==> config.mk <==
export PLATFORM = sky130hd
export DESIGN_NAME = aes_kat_bist
export DESIGN_NICKNAME = d
export VERILOG_FILES = /design/src/rtl/aes_kat_pkg.sv /design/src/rtl/aes_kat_rom.sv /design/src/rtl/aes_kat_bist.sv
export SDC_FILE = /design/constraint.sdc
export NUM_CORES = 1
export LEC_CHECK = 0
export BUFFER_PORTS_ARGS = -buffer_cell sky130_fd_sc_hd__buf_2
export CORE_AREA = 3 3 153 155
export DETAILED_ROUTE_END_ITERATION = 16
export DIE_AREA = 0 0 156 158
export PLACE_DENSITY = 0.68
export SYNTH_ARGS = -nofsm -noshare
export SYNTH_HDL_FRONTEND = slang
export SYNTH_SLANG_ARGS = --single-unit
==> constraint.sdc <==
create_clock -name clk -period 2.03 [get_ports clk]
set_clock_uncertainty 0.1 [all_clocks]
set_input_delay 0.406 -clock clk [delete_from_list [all_inputs] [get_ports clk]]
set_output_delay 0.406 -clock clk [all_outputs]
set_load 0.01 [all_outputs]
==> src/rtl/aes_kat_pkg.sv <==
// Shared types and the known-answer table for the AES-128 KAT self-test.
// Entries beyond the populated vectors are zero so unused indices read deterministically.
package aes_kat_pkg;

    typedef enum logic [1:0] {
        ST_IDLE  = 2'd0,
        ST_ISSUE = 2'd1,
        ST_DRAIN = 2'd2,
        ST_DONE  = 2'd3
    } kat_state_e;

    localparam int KAT_DEPTH = 16;

    // Index 0 is the leftmost entry of each concatenation.
    localparam logic [0:KAT_DEPTH-1][127:0] VEC_STATE = {
        128'h3243f6a8885a308d313198a2e0370734,
        128'h00112233445566778899aabbccddeeff,
        128'h00000000000000000000000000000000,
        128'h00000000000000000000000000000000,
        128'h00000000000000000000000000000001,
        {11{128'h0}}
    };

    localparam logic [0:KAT_DEPTH-1][127:0] VEC_KEY = {
        128'h2b7e151628aed2a6abf7158809cf4f3c,
        128'h000102030405060708090a0b0c0d0e0f,
        128'h00000000000000000000000000000000,
        128'h00000000000000000000000000000001,
        128'h00000000000000000000000000000000,
        {11{128'h0}}
    };

    localparam logic [0:KAT_DEPTH-1][127:0] VEC_EXP = {
        128'h3925841d02dc09fbdc118597196a0b32,
        128'h69c4e0d86a7b0430d8cdb78070b4c55a,
        128'h66e94bd4ef8a2c3b884cfa59ca342b2e,
        128'h0545aad56da2a97c3663d1432a3d1c84,
        128'h58e2fccefa7e3061367f1d57a4e7455a,
        {11{128'h0}}
    };

endpackage

==> src/rtl/aes_kat_rom.sv <==
// Combinational KAT lookup: vector index -> plaintext, key and expected ciphertext.
module aes_kat_rom
    import aes_kat_pkg::*;
#(
    parameter int DATA_W = 128,
    parameter int CNT_W  = 4
) (
    input  logic [CNT_W-1:0]  idx,
    output logic [DATA_W-1:0] vec_state,
    output logic [DATA_W-1:0] vec_key,
    output logic [DATA_W-1:0] vec_exp
);
    logic [3:0] rom_idx;

    assign rom_idx   = 4'(idx);
    assign vec_state = VEC_STATE[rom_idx][DATA_W-1:0];
    assign vec_key   = VEC_KEY[rom_idx][DATA_W-1:0];
    assign vec_exp   = VEC_EXP[rom_idx][DATA_W-1:0];

endmodule

==> src/rtl/aes_kat_bist.sv <==
// Known-answer self-test sequencer for a pipelined AES-128 core: issues the KAT table,
// aligns returning ciphertexts with a valid/tag pipe and scores them.
module aes_kat_bist
    import aes_kat_pkg::*;
#(
    parameter int DATA_W    = 128,
    parameter int NUM_VEC   = 5,
    parameter int LATENCY   = 21,
    parameter int ISSUE_GAP = 0,
    parameter int CNT_W     = 4
) (
    input  logic              clk,
    input  logic              rst_n,
    input  logic              start,
    input  logic [DATA_W-1:0] core_out,
    output logic [DATA_W-1:0] core_state,
    output logic [DATA_W-1:0] core_key,
    output logic              busy,
    output logic              done,
    output logic              pass,
    output logic [CNT_W-1:0]  err_count,
    output logic [CNT_W-1:0]  first_fail_idx
);
    localparam int               GAP_W      = (ISSUE_GAP > 0) ? $clog2(ISSUE_GAP + 1) : 1;
    localparam logic [CNT_W-1:0] LAST_IDX   = CNT_W'(NUM_VEC - 1);
    localparam logic [CNT_W-1:0] ALL_ONES   = '1;
    localparam logic [GAP_W-1:0] GAP_RELOAD = GAP_W'(ISSUE_GAP);

    kat_state_e                       state_q, state_d;
    logic [CNT_W-1:0]                 idx_q, idx_d;
    logic [GAP_W-1:0]                 gap_q, gap_d;
    logic [DATA_W-1:0]                core_state_q, core_state_d;
    logic [DATA_W-1:0]                core_key_q, core_key_d;
    logic                             busy_q, busy_d;
    logic                             done_q, done_d;
    logic [CNT_W-1:0]                 err_q, err_d;
    logic [CNT_W-1:0]                 ffi_q, ffi_d;
    logic [LATENCY-1:0]               vld_q, vld_d;
    logic [LATENCY-1:0][CNT_W-1:0]    tag_q, tag_d;
    logic [DATA_W-1:0]                exp_q, exp_d;

    logic                             in_vld;
    logic [CNT_W-1:0]                 in_tag;
    logic                             head_busy;
    logic                             mismatch;
    logic [DATA_W-1:0]                iss_state, iss_key, iss_exp;
    logic [DATA_W-1:0]                chk_state, chk_key, chk_exp;
    logic                             unused_rom_bits;

    aes_kat_rom #(.DATA_W(DATA_W), .CNT_W(CNT_W)) u_rom_issue (
        .idx       (idx_q),
        .vec_state (iss_state),
        .vec_key   (iss_key),
        .vec_exp   (iss_exp)
    );

    // Expected value is looked up for the tag entering the last stage, so it lines up with it.
    aes_kat_rom #(.DATA_W(DATA_W), .CNT_W(CNT_W)) u_rom_check (
        .idx       (tag_d[LATENCY-1]),
        .vec_state (chk_state),
        .vec_key   (chk_key),
        .vec_exp   (chk_exp)
    );

    assign unused_rom_bits = ^{iss_exp, chk_state, chk_key};

    always_comb begin
        vld_d     = '0;
        tag_d     = '0;
        head_busy = 1'b0;
        vld_d[0]  = in_vld;
        tag_d[0]  = in_tag;
        for (int i = 1; i < LATENCY; i++) begin
            vld_d[i] = vld_q[i-1];
            tag_d[i] = tag_q[i-1];
        end
        for (int i = 0; i < LATENCY - 1; i++) begin
            head_busy = head_busy | vld_q[i];
        end
        exp_d    = chk_exp;
        mismatch = vld_q[LATENCY-1] && (core_out !== exp_q);
    end

    always_comb begin
        state_d      = state_q;
        idx_d        = idx_q;
        gap_d        = gap_q;
        core_state_d = '0;
        core_key_d   = '0;
        busy_d       = busy_q;
        done_d       = done_q;
        err_d        = err_q;
        ffi_d        = ffi_q;
        in_vld       = 1'b0;
        in_tag       = '0;

        if (mismatch) begin
            if (err_q != ALL_ONES) err_d = err_q + 1'b1;
            if (ffi_q == ALL_ONES) ffi_d = tag_q[LATENCY-1];
        end

        unique case (state_q)
            ST_IDLE, ST_DONE: begin
                if (start) begin
                    state_d = ST_ISSUE;
                    idx_d   = '0;
                    gap_d   = '0;
                    busy_d  = 1'b1;
                    done_d  = 1'b0;
                    err_d   = '0;
                    ffi_d   = ALL_ONES;
                end
            end
            ST_ISSUE: begin
                if (gap_q == '0) begin
                    core_state_d = iss_state;
                    core_key_d   = iss_key;
                    in_vld       = 1'b1;
                    in_tag       = idx_q;
                    if (idx_q == LAST_IDX) begin
                        state_d = ST_DRAIN;
                    end else begin
                        idx_d = idx_q + 1'b1;
                        gap_d = GAP_RELOAD;
                    end
                end else begin
                    gap_d = gap_q - 1'b1;
                end
            end
            // The tail stage is scored on this same edge, so only the head stages must be empty.
            ST_DRAIN: begin
                if (!head_busy) begin
                    state_d = ST_DONE;
                    busy_d  = 1'b0;
                    done_d  = 1'b1;
                end
            end
            default: begin
                state_d = ST_IDLE;
            end
        endcase
    end

    always_ff @(posedge clk or negedge rst_n) begin
        if (!rst_n) begin
            state_q      <= ST_IDLE;
            idx_q        <= '0;
            gap_q        <= '0;
            core_state_q <= '0;
            core_key_q   <= '0;
            busy_q       <= 1'b0;
            done_q       <= 1'b0;
            err_q        <= '0;
            ffi_q        <= ALL_ONES;
            vld_q        <= '0;
            tag_q        <= '0;
            exp_q        <= '0;
        end else begin
            state_q      <= state_d;
            idx_q        <= idx_d;
            gap_q        <= gap_d;
            core_state_q <= core_state_d;
            core_key_q   <= core_key_d;
            busy_q       <= busy_d;
            done_q       <= done_d;
            err_q        <= err_d;
            ffi_q        <= ffi_d;
            vld_q        <= vld_d;
            tag_q        <= tag_d;
            exp_q        <= exp_d;
        end
    end

    assign core_state     = core_state_q;
    assign core_key       = core_key_q;
    assign busy           = busy_q;
    assign done           = done_q;
    assign pass           = done_q && (err_q == '0);
    assign err_count      = err_q;
    assign first_fail_idx = ffi_q;

endmodule

==> impl_metrics.yaml, run 1 <==
run_status:
  outcome: "finished, violations left"
  violations: "setup timing"
detailed_routing:
  first_iter_violations: 231
  routedWlPerCell_um: 15.1
  ant_nets: 0
  avgViaCountPerCell: 4.35
  drc: 0
  drt_pass1_iterations: 4
  routed_wl_um: 18200
  via_count: 5232
synthesis:
  synth-seq-area-share_pct: 49.7
  syn_avg_cell_area_sq_um: 10.9
  synth_edf_count: 0
  post_synth_instance_area_sq_um: 7870
  ys_top_cells_by_area: "dfrtp_1 (48%), buf_4 (24%), xnor2_1 (6.3%)"
  synth_simple_gate_area_share_pct: 11.1
  synth-xor-area-share_pct: 6.34
  yosysUniqueCellTypes: 43
  synth-compound-area-share_pct: 4.51
  async_flop_share_pct: 100
  synthAdderAreaFrac_pct: 2.54
  synth_top_family_by_area: "buffers and inverters"
  netlist_instances: 719
  synth_area_leader_cell: "dfrtp_1"
  synth_ff_type: "dfrtp_1"
  synth.area.mux_share_pct: 0.763
  synth_seq_cells: 156
  synth_warnings: 0
  synth.top_cell.area_share_pct: 48.3
setup_path:
  cp.required_ps: 2230
  cp-start-kind: "flip-flop"
  slowest_delay_ps: 500
  arrival_ps: 2340
  r2r_cells: 8
  cpMaxStageDelayCell: "dfrtp_2"
  cp-end-kind: "flip-flop"
  r2r_setup_slack_ps: -110
  reg2reg_from: "exp_q[61]$_DFF_PN0_"
  path_class: "reg -> reg"
  crit_top_cell: "nand4_1"
  cp_max_fo: 5
  path_cells: "xnor2_1, nand4_1, nor4_2, nand4_1, buf_6, o21ai_4, nor2_1, o211a_1"
  rr_endpoint: "err_count[2]$_DFF_PN0_"
final_layout:
  fin_nets: 1055
  drive_above_1_share_pct: 45.6
  fill_cells: 2131
  multiInputGateArea_sq_um: 2520
  syn_to_final_growth_pct: 18.1
  regArea_sq_um: 3920
global_route:
  overflow: 0
  antenna_found_initial: 1
  grt_pass1_wl_um: 25000
  grt_pass1_vias: 4784
  track_usage_pct: 13.2
  grt_max_degree: 76
timing:
  setup_violations: 8
  period_needed_ps: 2140
  slew_headroom_pct: 59.8
  worst_slack_ps: -110
  finalCritPeriodShare_pct: 105
  timing.final.max_slew_violations: 0
  fin_hold_ws_ps: 244
  max_freq_mhz: 467
  hold_viol: 0
  worst_pin_slew_ps: 601
  rsz0062_at_grt: "true"
placed_design:
  dp_hpwl_um: 14200
  place_ws_ps: -257
  gp_congestion: 0.904
  port_buffers: 312
clock_network:
  cts.clk_slew.worst_paths_ps: 70
  cts.sinks: 156
  cts-root-buf: "clkbuf_16"
  clockBufferDepth: 2
  clock_latency_ps: 410
  numCtsBuffers: 17
  cts_max_level: 4
  tritoncts: "done"
floorplan:
  start_util_pct: 35.9
  top_level_ports: 398
  fp.coreArea_sq_um: 22000
  die_h_um: 158
  design.die.area_sq_um: 24600
  die_x_um: 156
  row_count: 54
job:
  cap_viol_max_count: 0
hold_path:
  hold_path_depth: 0
  hold_end: "tag_d[57]$_DFF_PN0_"
  hold_path.class: "reg -> reg"
  hp-start: "tag_d[53]$_DFF_PN0_"
power_and_ir_drop:
  power.density_nw_per_um2: 1260
  leakagePower_nw: 5.01
  finalPower_mw: 11.7
  vdd_drop_max_mv: 0.935
-- sequential cells by signal, summed over array words and instances (netlist names), 2 cells and up --
| register | flops |
|---|---|
| tag_d | 80 |
| exp_q | 30 |
| vld_q | 21 |
| core_key | 4 |
| err_count | 4 |
| first_fail_idx | 4 |
| idx_q | 4 |
| tag_q | 4 |
| state_q | 2 |
-- worst max-delay path, delay by kind of cell, from the launching register on --
kind	cells	cell delay, ps
simple gates	4	660
xor+xnor	1	180
compound gates	2	420
flops	1	500
buf+inv	1	160
-- cell usage after synthesis (3+ instances only) --
cell type and number:
and2_1 12, clkbuf_1 4, buf_2 3, a21oi_1 13, dfstp_2 4, mux2i_1 6
nor4_1 16, buf_4 251, nand3_1 4, nand4_1 19, and3_1 20, nor3_1 23
nand4b_1 4, nor2_1 19, nand2_1 17, dfrtp_1 152, o21ai_0 14, ha_1 16
or4_1 3, and4_1 3, inv_1 16, o22ai_1 10, or2_2 4, nand2b_1 6
xnor2_1 57
-- logic make-up after synthesis --
kind of cell,Yosys count
fa+ha+maj,16
xor+xnor,57
other cells,1
flops,156
mux,6
simple gates,154
buf+inv,274
compound gates,55
-- through the flow --
stage          utilization (%)  cell area, sq um  instances  TNS [ps]
5_1_grt                   42.3              9290       1202     -1380
3_3_place_gp              38.4              8440       1166     -1770
4_1_cts                   41.9              9200       1201      -381
6_report                  42.3              9290       1202      -362
3_5_place_dp              38.4              8440       1166     -1840
2_1_floorplan                -              8190        803         0
-- worst max path at each step --
stage | cells past startpoint | to | start | slack (ps)
floorplan | 7 | err_count[2]$_DFF_PN0_ | core_out[26] | 30
global placement | 8 | err_count[2]$_DFF_PN0_ | core_out[26] | -250
detailed placement | 8 | err_count[2]$_DFF_PN0_ | core_out[84] | -260
CTS | 8 | err_count[2]$_DFF_PN0_ | exp_q[118]$_DFF_PN0_ | -80
global route | 9 | err_count[2]$_DFF_PN0_ | exp_q[122]$_DFF_PN0_ | -210
finish | 8 | err_count[2]$_DFF_PN0_ | exp_q[61]$_DFF_PN0_ | -110
-- area by class of cell --
| type | instances | share of cell area [%] |
|---|---|---|
| Clock buffer | 18 | 4.62 |
| Tap cell | 280 | 3.77 |
| Multi-Input combinational cell | 373 | 27.1 |
| Timing Repair Buffer | 344 | 20.1 |
| Inverter | 16 | 0.646 |
| Antenna cell | 1 | 0.0269 |
| Sequential cell | 156 | 42.2 |
| Clock inverter | 14 | 1.60 |
-- placed cells by master, fill, tap and decap left out, types with 4 or more instances in the layout --
master	instances
nand2_1	17
buf_2	311
nor3_2	4
ha_1	16
nand4_1	19
nand3_1	4
o22ai_1	7
nor4_1	10
nand4b_1	4
inv_1	16
and3_1	19
buf_6	6
o21ai_0	9
nand2b_1	6
or2_2	4
dfstp_2	4
and2_1	12
a21oi_1	13
buf_4	23
mux2i_1	6
inv_6	5
dfrtp_2	7
dfrtp_1	145
xnor2_1	50
nor2_1	19
conb_1	85
nor3_1	18
clkbuf_16	17
xnor2_2	6
-- metal layers --
layer	wire length [um]	share of wire, %	GRT usage [%]	up-vias
met5	0	0	0	-
met4	424	2.3	4.96	0
met3	1750	9.6	3.94	27
met2	9920	55	25.5	287
met1	6080	33	13.4	2471
li1	-	-	-	2447
-- power breakdown --
| group | internal (mW) | total, mW | switching [mW] |
|---|---|---|---|
| clock | 1.74 | 3.03 | 1.30 |
| combinational | 1.84 | 4.30 | 2.46 |
| sequential | 3.87 | 4.40 | 0.534 |
| total | 7.45 | 11.7 | 4.29 |
-- timing repair --
action / 4_1_cts / 5_1_grt
resized for setup: 32 / 21
hold buffers: 1 / 0
endpoints found under the setup margin: 9 / 11
hold endpoints to repair: 46 / 0
buffers inserted: 3 / 0
pin swaps: 25 / 14
No activity file was read; power rests on OpenSTA's default activity.
==> inputs of run 2 (changes only) <==
--- a/config.mk
+++ b/config.mk
@@ -10,6 +10,7 @@
 export DETAILED_ROUTE_END_ITERATION = 16
 export DIE_AREA = 0 0 156 158
 export PLACE_DENSITY = 0.68
+export SETUP_SLACK_MARGIN = 0.2
 export SYNTH_ARGS = -nofsm -noshare
 export SYNTH_HDL_FRONTEND = slang
 export SYNTH_SLANG_ARGS = --single-unit
==> run 2 against run 1 <==
Against the previous run:
- the run still ends with setup timing left
- non-clock buffer count increased by 17
- fmax decreased by 5.5%
- combinational power increased by 6.3%
- register-to-register slack got worse by 130 ps
- sequential power about the same
- via count increased by 1.8%
- cell count increased by 1.4%
- critical path depth increased by 3
- global-route usage decreased by 0.19 points
- flip-flop and latch count unchanged
- largest cell class unchanged
- largest power group is now combinational cells
- highest routed layer unchanged
==> impl_metrics.yaml, run 2 (synthesis results as in run 1) <==
run_status:
  outcome: "finished, violations left"
  violations: "setup timing"
setup_path:
  worstSetupEndpoint: "err_count[3]$_DFF_PN0_"
  cp_max_fo: 6
  cp-start-kind: "flip-flop"
  r2r_cells: 11
  cp-end-kind: "flip-flop"
  arrival_ps: 2450
  reg2reg_from: "exp_q[70]$_DFF_PN0_"
  cp-startpoint: "exp_q[70]$_DFF_PN0_"
  path_class: "reg -> reg"
  cp.required_ps: 2220
  rr_endpoint: "err_count[3]$_DFF_PN0_"
  r2r_setup_slack_ps: -240
timing:
  max_freq_mhz: 441
  rsz0062_at_grt: "true"
  period_needed_ps: 2270
  timing.final.max_slew_violations: 0
  hold_viol: 0
  setup_violations: 8
  worst_slack_ps: -235
  finalCritPeriodShare_pct: 112
detailed_routing:
  routedWlPerCell_um: 15.2
  drt_pass1_iterations: 4
  wl_met1_um: 6470
  ant_nets: 0
  wl_met2_um: 9760
  avgViaCountPerCell: 4.37
  first_iter_violations: 274
  drc: 0
  via_count: 5327
  wl_met3_um: 1580
  routed_wl_um: 18500
  maxUsedRoutingLayer: "met4"
floorplan:
  fp.coreArea_sq_um: 22000
  top_level_ports: 398
  design.die.area_sq_um: 24600
  row_count: 54
  die_h_um: 158
  die_x_um: 156
  start_util_pct: 35.9
global_route:
  grt_pass1_wl_um: 24500
  grt_max_degree: 76
  overflow: 0
  grt_pass1_vias: 4633
  track_usage_pct: 13.0
  antenna_found_initial: 1
placed_design:
  port_buffers: 312
  dp_hpwl_um: 14000
  placed_cell_area_sq_um: 8490
  gp_congestion: 0.966
  placed_cells: 1172
final_layout:
  final_common_cell: "buf_2"
  syn_to_final_growth_pct: 19.3
  final_cell_mix: "buf_2 (311), dfrtp_1 (148), conb_1 (85), xnor2_1 (53), buf_4 (39)"
  largest_reg_flops: 80
  finalInstanceArea_sq_um: 9390
  layoutNonFillerInstCount: 1219
  fin_nets: 1072
  drive_above_1_share_pct: 45.8
power_and_ir_drop:
  finalPower_mw: 11.9
  leakagePower_nw: 5.11
  p_clk_share_pct: 24.9
  seqPwrFrac_pct: 36.8
  sw_frac_of_total_pct: 35.6
  p_int_mw: 7.67
  vdd_drop_max_mv: 0.869
  power.density_nw_per_um2: 1270
  power_frac_comb_pct: 38.3
  p_switching_mw: 4.25
clock_network:
  cts.clk_slew.worst_paths_ps: 60
  clockBufferDepth: 2
  cts-root-buf: "clkbuf_16"
  cts_max_level: 4
  clock_latency_ps: 410
  tritoncts: "done"
  numCtsBuffers: 17
  cts.sinks: 156
job:
  cap_viol_max_count: 0
hold_path:
  hold_path.class: "reg -> reg"
-- run 2: per-layer routing --
| layer | track usage, % | vias to the layer above |
|---|---|---|
| met5 | 0 | - |
| met4 | 7.65 | 0 |
| met3 | 2.90 | 34 |
| met2 | 23.8 | 286 |
| met1 | 13.8 | 2526 |
| li1 | - | 2481 |
-- run 2: per-stage QoR --
stage               hold WS (ps)  setup WS (ps)  util, %  TNS [ps]
global placement             233           -310     38.7     -1500
floorplan                   10.4           34.6        -         0
CTS                          238           -228     41.9     -1170
global route                 248           -333     42.8     -2430
finish                       239           -235     42.8     -1560
detailed placement           235           -347     38.7     -1880
-- run 2: worst min-delay path by stage --
stage / startpoint / end / slack [ps] / depth (start not counted)
after detailed placement: tag_d[10]$_DFF_PN0_ / tag_d[14]$_DFF_PN0_ / 230 / 0
final: tag_d[75]$_DFF_PN0_ / tag_d[79]$_DFF_PN0_ / 240 / 0
after global routing: tag_d[75]$_DFF_PN0_ / tag_d[79]$_DFF_PN0_ / 250 / 0
after global placement: tag_d[12]$_DFF_PN0_ / tag_d[16]$_DFF_PN0_ / 230 / 0
after floorplan: rst_n / busy$_DFFE_PN0P_ / 10 / 0
after CTS: start / state_q[1]$_DFFE_PN0P_ / 240 / 4
-- run 2: final cells by class --
cell class	instances	area (sq um)
Antenna cell	1	2.50
Clock buffer	20	457
Clock inverter	12	114
Fill cell	2070	12600
Inverter	16	60.1
Multi-Input combinational cell	373	2480
Sequential cell	156	3920
Tap cell	280	350
Timing Repair Buffer	361	2010
-- run 2: critical path: stages (launching register included) --
cell and delay (ps):
dfrtp_1 390, buf_6 130, xnor2_2 150, nand4_1 230
nor4_2 280, buf_4 140, nand4_1 100, buf_6 170
o21ai_4 160, buf_6 140, or2_4 110, a21oi_2 40
-- run 2: timing repair --
| action | in CTS | in global routing |
|---|---|---|
| setup endpoints to repair | 60 | 63 |
| pin swaps | 8 | 13 |
| setup buffers | 5 | 8 |
| hold endpoints to repair | 46 | 0 |
| hold buffers | 1 | 0 |
| gates resized for setup | 18 | 23 |
-- run 2: power groups by stage --
stage / Combinational (mW) / Sequential, mW / Clock, mW
after floorplan: 3.64 / 4.56 / 0
after global placement: 4.08 / 4.48 / 0
after detailed placement: 4.11 / 4.50 / 0
after CTS: 4.26 / 4.47 / 3.07
after global routing: 4.97 / 4.48 / 3.21
final: 4.57 / 4.38 / 2.96
==> inputs of run 3 (changes only) <==
--- a/config.mk
+++ b/config.mk
@@ -9,7 +9,7 @@
 export CORE_AREA = 3 3 153 155
 export DETAILED_ROUTE_END_ITERATION = 16
 export DIE_AREA = 0 0 156 158
-export PLACE_DENSITY = 0.68
+export PLACE_DENSITY = 0.67
 export SETUP_SLACK_MARGIN = 0.2
 export SYNTH_ARGS = -nofsm -noshare
 export SYNTH_HDL_FRONTEND = slang
==> run 3 against run 2 <==
Against the previous run:
- the run still ends with setup timing left
- critical path depth is 4 lower
- via count is 0.51% lower
- global-route usage is 0.56 points higher
- clock-buffer cell count is 3 lower
- non-clock buffer count is 7 lower
- total power is 0.75% higher
- core utilization is 0.28 points higher
- design area is 0.67% higher
- setup slack better by 94 ps
==> impl_metrics.yaml, run 3 (synthesis results as in run 1) <==
power_and_ir_drop:
  vdd_drop_max_mv: 0.955
  leakagePower_nw: 5.11
  power.density_nw_per_um2: 1270
detailed_routing:
  routedWlPerCell_um: 15.4
  avgViaCountPerCell: 4.37
  first_iter_violations: 294
  ant_nets: 0
  via_count: 5300
  routed_wl_um: 18700
  drt_pass1_iterations: 4
  drc: 0
clock_network:
  cts-root-buf: "clkbuf_16"
  cts.sinks: 156
  numCtsBuffers: 17
  cts.clk_slew.worst_paths_ps: 60
  tritoncts: "done"
  clockBufferDepth: 2
  cts_max_level: 4
  clock_latency_ps: 420
timing:
  rsz0062_at_grt: "true"
  hold_viol: 0
  timing.final.max_slew_violations: 0
  finalCritPeriodShare_pct: 107
  max_freq_mhz: 461
  tns_ps: -731
  period_needed_ps: 2170
  fin_hold_ws_ps: 246
  setup_violations: 8
  worst_slack_ps: -141
floorplan:
  design.die.area_sq_um: 24600
  die_x_um: 156
  row_count: 54
  top_level_ports: 398
  die_h_um: 158
  start_util_pct: 35.9
  fp.coreArea_sq_um: 22000
final_layout:
  final_cell_mix: "buf_2 (311), dfrtp_1 (144), conb_1 (85), xnor2_1 (49), buf_4 (32)"
  syn_to_final_growth_pct: 20.1
  largest_reg_flops: 80
  fin_nets: 1065
  final_common_cell: "buf_2"
  drive_above_1_share_pct: 47.7
run_status:
  violations: "setup timing"
  outcome: "finished, violations left"
placed_design:
  gp_congestion: 0.945
  port_buffers: 312
  dp_hpwl_um: 14200
  place_ws_ps: -269
global_route:
  grt_max_degree: 76
  gr-usage-met2_pct: 25.8
  grt_pass1_wl_um: 25400
  use_met3_pct: 4.62
  grt_busiest_layer: "met2"
  track_usage_pct: 13.6
  overflow: 0
  grt_use_met1_pct: 13.2
  grt_pass1_vias: 4844
  antenna_found_initial: 2
setup_path:
  cp_max_fo: 5
  cp.required_ps: 2230
  cp-start-kind: "flip-flop"
  r2r_setup_slack_ps: -140
  rr_endpoint: "err_count[2]$_DFF_PN0_"
  path_class: "reg -> reg"
  cp-end-kind: "flip-flop"
  reg2reg_from: "exp_q[61]$_DFF_PN0_"
  arrival_ps: 2380
  r2r_cells: 7
hold_path:
  hold_end: "tag_d[18]$_DFF_PN0_"
  hp-start: "tag_d[14]$_DFF_PN0_"
  hold_path_depth: 0
  hold_path.class: "reg -> reg"
job:
  cap_viol_max_count: 0
## run 3: report_power, final
group	leakage [nW]	switching (mW)	internal, mW	total, mW
combinational	2.81	2.49	1.91	4.41
sequential	2.01	0.550	3.88	4.42
clock	0.287	1.32	1.85	3.17
## run 3: layout make-up
type,count,area (sq um)
fillers,2069,12500
flip-flops and latches,156,3920
multi-input cells,373,2570
repair buffers,354,1950
clock buffers,17,425
well taps,280,350
clock inverters,15,171
inverters,16,60.1
diodes,2,5.00
## run 3: critical path: stages, from the launching register on
cell	delay [ps]
dfrtp_2	470
xnor2_1	300
nand4_1	200
nor4_4	330
nand4_4	150
o21ai_4	230
nor2_1	60
o211a_1	210
## run 3: worst max path at each step
stage          slack, ps            startpoint                          end
2_1_floorplan         30          core_out[26]       err_count[2]$_DFF_PN0_
3_3_place_gp        -240          core_out[37]       err_count[2]$_DFF_PN0_
3_5_place_dp        -270          core_out[37]  first_fail_idx[2]$_DFF_PN1_
4_1_cts             -130   exp_q[79]$_DFF_PN0_       err_count[0]$_DFF_PN0_
5_1_grt             -210  exp_q[118]$_DFF_PN0_       err_count[2]$_DFF_PN0_
6_report            -140   exp_q[61]$_DFF_PN0_       err_count[2]$_DFF_PN0_
## run 3: per-stage QoR
stage	cell area [sq um]	total power, mW	std cells	util [%]
CTS	9230	12.0	1208	42.0
finish	9450	12.0	1213	43.1
global route	9450	12.7	1213	43.1
floorplan	8190	8.19	803	-
detailed placement	8480	8.60	1168	38.6
global placement	8480	8.53	1168	38.6
## run 3: layer usage
metal | vias up | routed length (um) | share of wire (%)
met5 | - | 0 | 0
met4 | 0 | 494 | 2.6
met3 | 26 | 1760 | 9.4
met2 | 314 | 10100 | 54
met1 | 2491 | 6300 | 34
li1 | 2469 | - | -
## run 3: repair_timing
action                                  in CTS  in global routing
buffers inserted                             7                  3
endpoints found under the hold margin       31                  0
resized for setup                           21                 41
hold buffers                                 1                  0
pin swaps                                    6                 21
endpoints found under the setup margin      62                 14
